`src/rtl/burst_pkg.sv`:
```
// Shared definitions for the burst read/write masters: FSM states, burst
// size clamp and the per-beat byte stride.
package burst_pkg;

  typedef enum logic [2:0] {
    ST_IDLE,
    ST_CHECK,
    ST_REQUEST,
    ST_RECEIVE,
    ST_FINISH
  } burst_state_e;

  localparam int unsigned BEAT_STRIDE_BYTES = 4;

  // Zero requests one beat; anything above the bus maximum is cut back to it.
  function automatic int unsigned clamp_burst(input int unsigned req,
                                              input int unsigned max_burst);
    if (req == 0) return 1;
    if (req > max_burst) return max_burst;
    return req;
  endfunction

endpackage

```
`src/rtl/burst_read_master_if.sv`:
```
// Avalon-MM read bus plus the outgoing valid/ready stream of the burst read
// master, bundled so the master and its memory/consumer see one port.
interface burst_read_master_if #(
  parameter int ADDRESS_WIDTH     = 32,
  parameter int DATA_WIDTH        = 32,
  parameter int BYTE_ENABLE_WIDTH = 4,
  parameter int BURST_WIDTH       = 4
);
  logic [ADDRESS_WIDTH-1:0]     master_address;
  logic                         master_read;
  logic [BURST_WIDTH-1:0]       master_burstcount;
  logic [BYTE_ENABLE_WIDTH-1:0] master_byteenable;
  logic                         master_waitrequest;
  logic [DATA_WIDTH-1:0]        master_readdata;
  logic                         master_readdatavalid;
  logic [DATA_WIDTH-1:0]        user_data;
  logic                         user_valid;
  logic                         user_ready;

  modport master (
    output master_address, master_read, master_burstcount, master_byteenable,
    output user_data, user_valid,
    input  master_waitrequest, master_readdata, master_readdatavalid,
    input  user_ready
  );

  modport slave (
    input  master_address, master_read, master_burstcount, master_byteenable,
    input  user_data, user_valid,
    output master_waitrequest, master_readdata, master_readdatavalid,
    output user_ready
  );
endinterface

```
`src/rtl/burst_read_fifo.sv`:
```
// Show-ahead synchronous FIFO buffering returned read data; exposes its
// registered occupancy so the master can reserve room before each burst.
module burst_read_fifo #(
  parameter int DATA_WIDTH      = 32,
  parameter int FIFO_DEPTH      = 16,
  parameter int FIFO_DEPTH_LOG2 = 4
) (
  input  logic                     clk,
  input  logic                     reset,
  input  logic                     push,
  input  logic [DATA_WIDTH-1:0]    push_data,
  input  logic                     pop,
  output logic [DATA_WIDTH-1:0]    pop_data,
  output logic                     empty,
  output logic [FIFO_DEPTH_LOG2:0] count
);
  localparam logic [FIFO_DEPTH_LOG2:0] DEPTH_C = (FIFO_DEPTH_LOG2 + 1)'(FIFO_DEPTH);

  logic [DATA_WIDTH-1:0]      mem [FIFO_DEPTH];
  logic [FIFO_DEPTH_LOG2-1:0] wr_ptr_q, wr_ptr_d;
  logic [FIFO_DEPTH_LOG2-1:0] rd_ptr_q, rd_ptr_d;
  logic [FIFO_DEPTH_LOG2:0]   count_q, count_d;

  always_comb begin
    wr_ptr_d = wr_ptr_q;
    rd_ptr_d = rd_ptr_q;
    count_d  = count_q;
    if (push) wr_ptr_d = wr_ptr_q + 1'b1;
    if (pop)  rd_ptr_d = rd_ptr_q + 1'b1;
    if (push && !pop)      count_d = count_q + 1'b1;
    else if (!push && pop) count_d = count_q - 1'b1;
  end

  always_ff @(posedge clk or posedge reset) begin
    if (reset) begin
      wr_ptr_q <= '0;
      rd_ptr_q <= '0;
      count_q  <= '0;
    end else begin
      wr_ptr_q <= wr_ptr_d;
      rd_ptr_q <= rd_ptr_d;
      count_q  <= count_d;
    end
  end

  always_ff @(posedge clk) begin
    if (push) mem[wr_ptr_q] <= push_data;
  end

  // Output forced to zero while empty so a reset leaves the stream quiet.
  assign empty    = (count_q == '0);
  assign count    = count_q;
  assign pop_data = empty ? '0 : mem[rd_ptr_q];

  assert property (@(posedge clk) disable iff (reset) !(push && count_q == DEPTH_C));
  assert property (@(posedge clk) disable iff (reset) !(pop && empty));

endmodule

```
`src/rtl/burst_read_master.sv`:
```
// Avalon-MM burst read master feeding a valid/ready stream through a FIFO.
// Define BURST_READ_CHECKSUM_EN to add the ctrl_checksum running-sum output.
module burst_read_master
  import burst_pkg::*;
#(
  parameter int ADDRESS_WIDTH     = 32,
  parameter int DATA_WIDTH        = 32,
  parameter int BYTE_ENABLE_WIDTH = BEAT_STRIDE_BYTES,
  parameter int BURST_WIDTH       = 4,
  parameter int LENGTH_WIDTH      = 16,
  parameter int FIFO_DEPTH        = 16,
  parameter int FIFO_DEPTH_LOG2   = 4
) (
  input  logic                     clk,
  input  logic                     reset,
  burst_read_master_if.master      bus,
  input  logic                     ctrl_start,
  input  logic [ADDRESS_WIDTH-1:0] ctrl_baseaddress,
  input  logic [LENGTH_WIDTH-1:0]  ctrl_length,
  input  logic [BURST_WIDTH-1:0]   ctrl_burstcount,
  output logic                     ctrl_busy,
  output logic                     ctrl_done
`ifdef BURST_READ_CHECKSUM_EN
  ,
  output logic [DATA_WIDTH-1:0]    ctrl_checksum
`endif
);
  localparam int unsigned MAX_BURST = 1 << (BURST_WIDTH - 1);
  localparam logic [FIFO_DEPTH_LOG2:0] DEPTH_C = (FIFO_DEPTH_LOG2 + 1)'(FIFO_DEPTH);

  burst_state_e              state_q, state_d;
  logic [ADDRESS_WIDTH-1:0]  address_q, address_d;
  logic                      read_q, read_d;
  logic [BURST_WIDTH-1:0]    burstcount_q, burstcount_d;
  logic [BURST_WIDTH-1:0]    burst_max_q, burst_max_d;
  logic [BURST_WIDTH-1:0]    beats_q, beats_d;
  logic [LENGTH_WIDTH-1:0]   remaining_q, remaining_d;
  logic                      busy_q, busy_d;
  logic                      done_q, done_d;
`ifdef BURST_READ_CHECKSUM_EN
  logic [DATA_WIDTH-1:0]     sum_q, sum_d;
`endif

  logic                      push, pop, fifo_empty;
  logic [DATA_WIDTH-1:0]     fifo_data;
  logic [FIFO_DEPTH_LOG2:0]  fifo_count, free_slots;
  logic [BURST_WIDTH-1:0]    burst_len;

  // Beats arriving outside RECEIVE (e.g. leftovers of an aborted transfer) are dropped.
  assign push       = bus.master_readdatavalid && (state_q == ST_RECEIVE);
  assign pop        = !fifo_empty && bus.user_ready;
  assign free_slots = DEPTH_C - fifo_count;

  always_comb begin
    if (remaining_q < LENGTH_WIDTH'(burst_max_q)) burst_len = BURST_WIDTH'(remaining_q);
    else                                          burst_len = burst_max_q;
  end

  always_comb begin
    state_d      = state_q;
    address_d    = address_q;
    read_d       = read_q;
    burstcount_d = burstcount_q;
    burst_max_d  = burst_max_q;
    beats_d      = beats_q;
    remaining_d  = remaining_q;
    busy_d       = busy_q;
    done_d       = 1'b0;
    unique case (state_q)
      ST_IDLE: begin
        if (ctrl_start) begin
          address_d   = ctrl_baseaddress;
          remaining_d = ctrl_length;
          burst_max_d = BURST_WIDTH'(clamp_burst(32'(ctrl_burstcount), MAX_BURST));
          busy_d      = 1'b1;
          state_d     = (ctrl_length == '0) ? ST_FINISH : ST_CHECK;
        end
      end
      ST_CHECK: begin
        // Only issue a burst the FIFO can absorb in full, so it never overflows.
        if (free_slots >= (FIFO_DEPTH_LOG2 + 1)'(burst_len)) begin
          burstcount_d = burst_len;
          beats_d      = burst_len;
          read_d       = 1'b1;
          state_d      = ST_REQUEST;
        end
      end
      ST_REQUEST: begin
        if (!bus.master_waitrequest) begin
          read_d    = 1'b0;
          address_d = address_q + ADDRESS_WIDTH'(32'(burstcount_q) * BYTE_ENABLE_WIDTH);
          state_d   = ST_RECEIVE;
        end
      end
      ST_RECEIVE: begin
        if (push) begin
          beats_d     = beats_q - 1'b1;
          remaining_d = remaining_q - 1'b1;
          if (beats_q == BURST_WIDTH'(1))
            state_d = (remaining_q == LENGTH_WIDTH'(1)) ? ST_FINISH : ST_CHECK;
        end
      end
      ST_FINISH: begin
        if (fifo_empty) begin
          done_d  = 1'b1;
          busy_d  = 1'b0;
          state_d = ST_IDLE;
        end
      end
      default: state_d = ST_IDLE;
    endcase
  end

`ifdef BURST_READ_CHECKSUM_EN
  always_comb begin
    sum_d = sum_q;
    if (state_q == ST_IDLE && ctrl_start) sum_d = '0;
    else if (push)                        sum_d = sum_q + bus.master_readdata;
  end
`endif

  always_ff @(posedge clk or posedge reset) begin
    if (reset) begin
      state_q      <= ST_IDLE;
      address_q    <= '0;
      read_q       <= 1'b0;
      burstcount_q <= '0;
      burst_max_q  <= '0;
      beats_q      <= '0;
      remaining_q  <= '0;
      busy_q       <= 1'b0;
      done_q       <= 1'b0;
`ifdef BURST_READ_CHECKSUM_EN
      sum_q        <= '0;
`endif
    end else begin
      state_q      <= state_d;
      address_q    <= address_d;
      read_q       <= read_d;
      burstcount_q <= burstcount_d;
      burst_max_q  <= burst_max_d;
      beats_q      <= beats_d;
      remaining_q  <= remaining_d;
      busy_q       <= busy_d;
      done_q       <= done_d;
`ifdef BURST_READ_CHECKSUM_EN
      sum_q        <= sum_d;
`endif
    end
  end

  burst_read_fifo #(
    .DATA_WIDTH     (DATA_WIDTH),
    .FIFO_DEPTH     (FIFO_DEPTH),
    .FIFO_DEPTH_LOG2(FIFO_DEPTH_LOG2)
  ) u_fifo (
    .clk      (clk),
    .reset    (reset),
    .push     (push),
    .push_data(bus.master_readdata),
    .pop      (pop),
    .pop_data (fifo_data),
    .empty    (fifo_empty),
    .count    (fifo_count)
  );

  assign bus.master_address    = address_q;
  assign bus.master_read       = read_q;
  assign bus.master_burstcount = burstcount_q;
  assign bus.master_byteenable = '1;
  assign bus.user_data         = fifo_data;
  assign bus.user_valid        = !fifo_empty;
  assign ctrl_busy             = busy_q;
  assign ctrl_done             = done_q;
`ifdef BURST_READ_CHECKSUM_EN
  assign ctrl_checksum         = sum_q;
`endif

endmodule

```
`src/flat_wrapper.sv`:
```
// flat-port wrapper written by rule: the top's interface ports become plain ports
module burst_read_master_flat import burst_pkg::*;
#(
  parameter int ADDRESS_WIDTH     = 32,
  parameter int DATA_WIDTH        = 32,
  parameter int BYTE_ENABLE_WIDTH = BEAT_STRIDE_BYTES,
  parameter int BURST_WIDTH       = 4,
  parameter int LENGTH_WIDTH      = 16,
  parameter int FIFO_DEPTH        = 16,
  parameter int FIFO_DEPTH_LOG2   = 4
)
  (clk, reset, ctrl_start, ctrl_baseaddress, ctrl_length, ctrl_burstcount, ctrl_busy, ctrl_done, bus_master_address, bus_master_read, bus_master_burstcount, bus_master_byteenable, bus_user_data, bus_user_valid, bus_master_waitrequest, bus_master_readdata, bus_master_readdatavalid, bus_user_ready);
  burst_read_master_if #(.ADDRESS_WIDTH(ADDRESS_WIDTH), .DATA_WIDTH(DATA_WIDTH), .BYTE_ENABLE_WIDTH(BYTE_ENABLE_WIDTH), .BURST_WIDTH(BURST_WIDTH)) bus_i ();
  input  logic clk;
  input  logic reset;
  input  logic ctrl_start;
  input  logic [ADDRESS_WIDTH-1:0] ctrl_baseaddress;
  input  logic [LENGTH_WIDTH-1:0] ctrl_length;
  input  logic [BURST_WIDTH-1:0] ctrl_burstcount;
  output logic ctrl_busy;
  output logic ctrl_done;
  output wire logic [$bits(bus_i.master_address)-1:0] bus_master_address;
  output wire logic [$bits(bus_i.master_read)-1:0] bus_master_read;
  output wire logic [$bits(bus_i.master_burstcount)-1:0] bus_master_burstcount;
  output wire logic [$bits(bus_i.master_byteenable)-1:0] bus_master_byteenable;
  output wire logic [$bits(bus_i.user_data)-1:0] bus_user_data;
  output wire logic [$bits(bus_i.user_valid)-1:0] bus_user_valid;
  input wire logic [$bits(bus_i.master_waitrequest)-1:0] bus_master_waitrequest;
  input wire logic [$bits(bus_i.master_readdata)-1:0] bus_master_readdata;
  input wire logic [$bits(bus_i.master_readdatavalid)-1:0] bus_master_readdatavalid;
  input wire logic [$bits(bus_i.user_ready)-1:0] bus_user_ready;
  assign bus_master_address = bus_i.master_address;
  assign bus_master_read = bus_i.master_read;
  assign bus_master_burstcount = bus_i.master_burstcount;
  assign bus_master_byteenable = bus_i.master_byteenable;
  assign bus_user_data = bus_i.user_data;
  assign bus_user_valid = bus_i.user_valid;
  assign bus_i.master_waitrequest = bus_master_waitrequest;
  assign bus_i.master_readdata = bus_master_readdata;
  assign bus_i.master_readdatavalid = bus_master_readdatavalid;
  assign bus_i.user_ready = bus_user_ready;
  burst_read_master #(.ADDRESS_WIDTH(ADDRESS_WIDTH), .DATA_WIDTH(DATA_WIDTH), .BYTE_ENABLE_WIDTH(BYTE_ENABLE_WIDTH), .BURST_WIDTH(BURST_WIDTH), .LENGTH_WIDTH(LENGTH_WIDTH), .FIFO_DEPTH(FIFO_DEPTH), .FIFO_DEPTH_LOG2(FIFO_DEPTH_LOG2)) u_core (.clk(clk), .reset(reset), .bus(bus_i), .ctrl_start(ctrl_start), .ctrl_baseaddress(ctrl_baseaddress), .ctrl_length(ctrl_length), .ctrl_burstcount(ctrl_burstcount), .ctrl_busy(ctrl_busy), .ctrl_done(ctrl_done));
endmodule
```
`config.mk`:
```
export PLATFORM = sky130hd
export DESIGN_NAME = burst_read_master_flat
export DESIGN_NICKNAME = d
export VERILOG_FILES = /design/src/rtl/burst_pkg.sv /design/src/rtl/burst_read_master_if.sv /design/src/rtl/burst_read_fifo.sv /design/src/rtl/burst_read_master.sv /design/src/flat_wrapper.sv
export SDC_FILE = /design/constraint.sdc
export NUM_CORES = 1
export LEC_CHECK = 0
export BUFFER_PORTS_ARGS = -buffer_cell sky130_fd_sc_hd__buf_2
export CAP_MARGIN = 10
export CORE_MARGIN = 4
export CORE_UTILIZATION = 65
export DETAILED_ROUTE_END_ITERATION = 10
export HOLD_SLACK_MARGIN = 0.05
export PLACE_DENSITY_LB_ADDON = 0.12
export SETUP_SLACK_MARGIN = 0.2
export SLEW_MARGIN = 10
export SYNTH_ARGS = -nofsm -noshare
export SYNTH_HDL_FRONTEND = slang
export SYNTH_SLANG_ARGS = --single-unit
```
`constraint.sdc`:
```
create_clock -name clk -period 7.3 [get_ports clk]
set_input_delay 1.095 -clock clk [delete_from_list [all_inputs] [get_ports clk]]
set_output_delay 1.095 -clock clk [all_outputs]
set_load 0.01 [all_outputs]
```
; ---- Word level (Yosys, flattened, before mapping)
; Memory sizes are Yosys's and may differ from the RTL's.
; Cells that the tools add are included.
[word_totals]
regBits = 79
latch_bits = 0
ram_bits = 512
rom_bits = 0
inputBits = 90
out_inout_bits = 76
word_cells = 104
n_memories = 1
[classes]
addsub = 8
n_mul = 0
n_div = 0
magnitude_cmp = 3
n_eq_ne = 12
n_shift = 0
n_mux = 43
bitwise = 0
reduce_logical = 25
[mem_list]
columns = memory, depth, width, rd, rd_ports_with_merged_regs, write_ports, line
row1 = u_core.u_fifo.mem, 16, 32, 1, 0, 1, burst_read_fifo.sv:19  ; logic [DATA_WIDTH-1:0] mem [FIFO_DEPTH];
[op_table]
columns = op, n
row1 = 32-bit two-way mux, 3
row2 = 32-bit case mux with 2 select lines, 1
row3 = 32-bit by 6-bit adder with 32-bit output, 1
row4 = 16-bit two-way mux, 2
row5 = 16-bit case mux with 2 select lines, 1
row6 = 3-bit two-way mux, 8
row7 = 4-bit two-way mux, 6
row8 = "16-bit by 1-bit equality test with 1-bit output, second input constant", 1
row9 = 16-bit logical NOT, 1
row10 = 16-bit by 4-bit < comparator with 1-bit output, 1
row11 = 1-bit two-way mux, 16
row12 = "16-bit by 1-bit subtractor with 16-bit output, second input constant", 1
row13 = 3-bit case mux with 5 select lines, 1
row14 = 3-bit AND reduction, 5
row15 = 2-bit nonzero test, 6
row16 = 5-bit two-way mux, 2
row17 = "4-bit by 1-bit adder with 4-bit output, second input constant", 2
row18 = "2-bit != test, second input constant", 4
row19 = 4-bit case mux with 2 select lines, 1
row20 = "3-bit by 2-bit equality test with 1-bit output, second input constant", 2
row21 = 6-bit AND reduction, 1
row22 = "5-bit by 1-bit adder with 5-bit output, second input constant", 1
row23 = 5-bit by 4-bit greater-or-equal comparator with 1-bit output, 1
row24 = 5-bit logical NOT, 1
row25 = 14 further kinds, 22

; ---- Depth between registers and ports, before layout
[depth]
word_depth = 9
mapped_depth = 14
mapped_depth_nobuf = 14

; ---- Modules after synthesis
; A second synthesis with hierarchy kept.
[unflattened]
hier_cells = 1381
hier_area_um2 = 24498.5
[by_module_without_submodules]
columns = mod, n_inst, cells_each, area_per_inst_um2, seq_area_each_um2
row1 = burst_read_fifo, 1, 868, 20240.7, 15700.1
row2 = burst_read_master, 1, 513, 4257.8, 1651.6

; ---- Least setup slack after synthesis
; OpenSTA, ideal clock, no wires.
[synth_timing]
path_kind = input port to flip-flop
startpoint = input bus_master_readdatavalid
endpoint = memory u_core.u_fifo.mem[0][0], enable pin
setup_time_ns = 0.461
arrival_ns = 3.907
slack_ns = 2.932
cell_stages = 5
cell_sequence = and2_1 -> buf_2 -> buf_2 -> nand2_1 -> nor3_1
[synth_via]
elab_chain_len = 3
[synth_rtl]
columns = item, line
row1 = start: declaration, flat_wrapper.sv:30  ; input wire logic [$bits(bus_i.master_readdatavalid)-1:0] bus_master_readdatavalid;
row2 = 1-bit logical AND, burst_read_master.sv:50  ; assign push = bus.master_readdatavalid && (state_q == ST_RECEIVE);
row3 = net u_core.push, burst_read_master.sv:44  ; logic push, pop, fifo_empty;
row4 = 1-bit two-way mux, burst_read_fifo.sv:47  ; if (push) mem[wr_ptr_q] <= push_data;
row5 = 1-bit two-way mux (not written as such), burst_read_fifo.sv:47
row6 = end: declaration, burst_read_fifo.sv:19
; The timed path passes the listed nets, and every way through them passes these cells.

; ---- Final worst setup path
[layout_timing]
startpoint = register u_core.u_fifo.rd_ptr_q[1]
endpoint = output bus_user_data[11]
[layout_via]
elab_chain_len = 2
[layout_rtl]
columns = item, line
row1 = start: declaration, burst_read_fifo.sv:21  ; logic [FIFO_DEPTH_LOG2-1:0] rd_ptr_q, rd_ptr_d;
row2 = start signal: assignment, burst_read_fifo.sv:41  ; rd_ptr_q <= rd_ptr_d;
row3 = memory read 16 x 32 bit, --
row4 = 32-bit two-way mux, burst_read_fifo.sv:53  ; assign pop_data = empty ? '0 : mem[rd_ptr_q];
row5 = end: declaration, flat_wrapper.sv:26  ; output wire logic [$bits(bus_i.user_data)-1:0] bus_user_data;
; Every way passes these cells.

==> impl_metrics.env <==
export IMPL_worstSetupStartpointType="flop"
export IMPL_h_tree_depth=2
export IMPL_dr_wl_met2_um=28280
export IMPL_ir_drop_mv=0.2950
export IMPL_maxSlewViolCount=0
export IMPL_final_layout_size_suffix_gt1_frac=0.2690
export IMPL_worst_setup_path_type="reg2out"
export IMPL_met3_length_um=4647
export IMPL_period_share=0.6575
export IMPL_die_x_um=202.2
export IMPL_cp_end_kind="output port"
export IMPL_clkLatencyLatePin_ns=0.62
export IMPL_yosysTopAreaCellShare=0.6275
export IMPL_pwr_density_cell_nw_per_um2=399.2
export IMPL_grt_usage=0.2788
export IMPL_grt_pass1_vias=14030
export IMPL_synth_common_cells="edfxtp_1, mux4_2, dfrtp_1, nor2_1, mux2i_1"
export IMPL_maxCapViolCount=0
export IMPL_design_area_um2=27810
export IMPL_seq_area_frac_synth=0.7082
export IMPL_wl_um=56480
export IMPL_relSlewSlack=0.2269
export IMPL_die_h_um=202.2
export IMPL_syn_area_per_cell_um2=17.46
export IMPL_tightestPinTransition_ns=1.156
export IMPL_synth_seq_cells=591
export IMPL_skew_ns=0.01733
export IMPL_grt_overflow=0
export IMPL_m1WireLength_um=22280
export IMPL_grt_max_degree=80
export IMPL_cp_arrival_ns=3.70
export IMPL_drt_first_iter_violations=1418
export IMPL_yosysTopAreaCell="edfxtp_1"
export IMPL_min_path_type="reg2reg"
export IMPL_worstPathCellList="buf_4, mux4_2, mux2i_1, o22ai_1, buf_2"
export IMPL_seqCellArea_um2=17360
export IMPL_place_gp_congestion=0.8686
export IMPL_synthArstFlopShare=0.1337
export IMPL_dpl_cell_area_um2=25900
export IMPL_fmax_ghz=0.2083
export IMPL_ys_top_cells_by_area="edfxtp_1, mux4_2, dfrtp_1"
export IMPL_start_util=0.6645
export IMPL_routedWlPerCell_um=26.59
export IMPL_dieArea_um2=40870
export IMPL_routed_via_count=13900
export IMPL_clockBufferDepth=3
export IMPL_period_needed_ns=4.800
export IMPL_cts_tree="yes"
export IMPL_critPathMaxStageDelay_ns=1.04
export IMPL_synthMostInstantiatedCell="edfxtp_1"
export IMPL_hold_violations=0
export IMPL_leakage_nw=9.593
export IMPL_outcome="completed"
export IMPL_multi_input_area_um2=6832
export IMPL_area_delta_synth_final_pct=13.51
export IMPL_grt_pass1_wl_um=86310
export IMPL_ys_types=72
export IMPL_worst_path_max_fanout=67
export IMPL_grt_antenna_before_repair=4
export IMPL_synth_flop_cell="edfxtp_1"
export IMPL_viasPerCell=6.543
export IMPL_io_pins=166
export IMPL_clk_pin_slew_worst_paths_ns=0.06
export IMPL_coreArea_um2=36870
export IMPL_cpMaxStageDelayCell="dfrtp_4"
export IMPL_cts_resized=0
export IMPL_portBuffers=161
export IMPL_crit_required_ns=6.20
export IMPL_setup_viol=0
export IMPL_holdBufCountCts=0
export IMPL_final_setup_tns_ns=0
export IMPL_root_buffer="clkbuf_16"
export IMPL_firstDrtPassIters=5
export IMPL_numCtsBuffers=57
export IMPL_post_cts_setup_buffers=0
export IMPL_synth_edf_count=512
export IMPL_report_power_total_w=0.01110
export IMPL_antenna_left=0
export IMPL_hpwlAfterDp_um=30490
export IMPL_syn_cell_area_um2=24500
export IMPL_syn_inst=1403
export IMPL_top_layer_used="met5"
export IMPL_rsz0062_at_grt="false"
export IMPL_yosys_warnings=0
export IMPL_cts_sinks=591
export IMPL_nNetsFinal=1688
export IMPL_rows=70
export IMPL_drc=0
export IMPL_fill_cells=2156
-- cells in the final DEF (no fill, tap or decap), types with 4 or more instances in the layout --
master / netlist / layout
and2_1: 6 / 7
o22ai_1: 37 / 37
conb_1: 1 / 4
buf_4: 5 / 25
o21ai_0: 50 / 50
nor2_1: 77 / 65
nand2b_1: 8 / 8
nor2_4: 1 / 13
clkinv_2: 0 / 15
edfxtp_1: 512 / 512
a21oi_1: 56 / 56
nor4_1: 7 / 7
o21bai_1: 4 / 4
a31oi_1: 11 / 11
a41oi_1: 4 / 4
or3_1: 4 / 4
nand2_1: 53 / 52
ha_1: 26 / 26
inv_1: 22 / 21
a2bb2oi_1: 7 / 7
bufinv_16: 0 / 9
buf_2: 24 / 161
clkbuf_1: 42 / 9
nand4_1: 13 / 13
and3_1: 9 / 9
nor3_2: 0 / 4
clkbuf_16: 0 / 57
mux4_2: 128 / 128
o22a_1: 10 / 10
nand3b_1: 4 / 4
a22oi_1: 6 / 6
mux2i_1: 65 / 65
clkinv_1: 0 / 11
xnor2_1: 11 / 11
dfrtp_1: 79 / 76
nor3_1: 24 / 20
nand3_1: 18 / 18
-- registers in the layout, summed over array words and instances (netlist names) --
name	count
u_core.u_fifo.mem	512
u_core.bus.master_address	32
u_core.remaining_q	16
u_core.u_fifo.count	5
u_core.beats_q	4
u_core.burst_max_q	4
u_core.bus.master_burstcount	4
u_core.u_fifo.rd_ptr_q	4
u_core.u_fifo.wr_ptr_q	4
u_core.state_q	3
u_core.bus.master_read	1
u_core.ctrl_busy	1
u_core.ctrl_done	1
-- per-layer routing --
| layer | global-route usage | vias up |
|---|---|---|
| li1 | - | 5988 |
| met1 | 0.4076 | 7123 |
| met2 | 0.4465 | 687 |
| met3 | 0.04909 | 95 |
| met4 | 0.07929 | 4 |
| met5 | 0.002381 | - |
-- critical path: cells and delay by family (launching register included) --
kind / cells / cell delay (ns)
buffers and inverters: 2 / 1.10
AOI/OAI and AO/OA: 1 / 0.18
DFF: 1 / 1.04
muxes: 2 / 0.65
-- cells by family after synthesis --
group	share of synthesized area
adders and majority gates	0.01491
buffers and inverters	0.01808
muxes	0.1451
xor gates and xnor gates	0.005004
DFF	0.7082
other	0.0001530
AOI/OAI and AO/OA	0.05689
and+or+nand+nor	0.05168
-- per-stage QoR --
step                hold slack [ns]  std cells  setup WS (ns)  utilization
detailed placement           0.4577       2015          3.066       0.7025
floorplan                    0.4723       1406          2.932            -
finish                       0.4704       2124          2.500       0.7543
global placement             0.4545       2015          3.158       0.7025
CTS                          0.4726       2121          2.389       0.7541
global route                 0.5088       2123          2.195       0.7542
-- final timing paths --
check | cells past startpoint | slack [ns] | to | start
min in group asynchronous | 3 | 0.79 | u_core.bus.master_address[13]$_DFFE_PP0P_ | reset
setup reg to reg | 5 | 3.27 | u_core.u_fifo.mem[1][6]$_DFFE_PP_ | u_core.state_q[1]$_DFFE_PP0P_
setup / recovery | 5 | 2.50 | bus_user_data[11] | u_core.u_fifo.rd_ptr_q[1]$_DFFE_PP0P_
hold / removal | 2 | 0.47 | u_core.bus.master_address[1]$_DFFE_PP0P_ | u_core.bus.master_address[1]$_DFFE_PP0P_
hold reg to reg | 2 | 0.47 | u_core.bus.master_address[1]$_DFFE_PP0P_ | u_core.bus.master_address[1]$_DFFE_PP0P_
max in group asynchronous | 3 | 5.66 | u_core.u_fifo.rd_ptr_q[1]$_DFFE_PP0P_ | reset
-- layout make-up --
cell class	instances	area share
Antenna cell	3	0.0002699
Clock buffer	66	0.05250
Clock inverter	40	0.01593
Inverter	22	0.003014
Multi-Input combinational cell	712	0.2456
Sequential cell	591	0.6243
Tap cell	504	0.02267
Timing Repair Buffer	186	0.03572
-- power breakdown --
| part | leakage [nW] | switching (W) | internal (W) |
|---|---|---|---|
| registers | 5.53 | 0.000477 | 0.00400 |
| clock network | 0.936 | 0.00126 | 0.00176 |
| logic | 3.13 | 0.00198 | 0.00162 |
| total | 9.59 | 0.00372 | 0.00738 |
No activity file was read; power rests on OpenSTA's default activity.
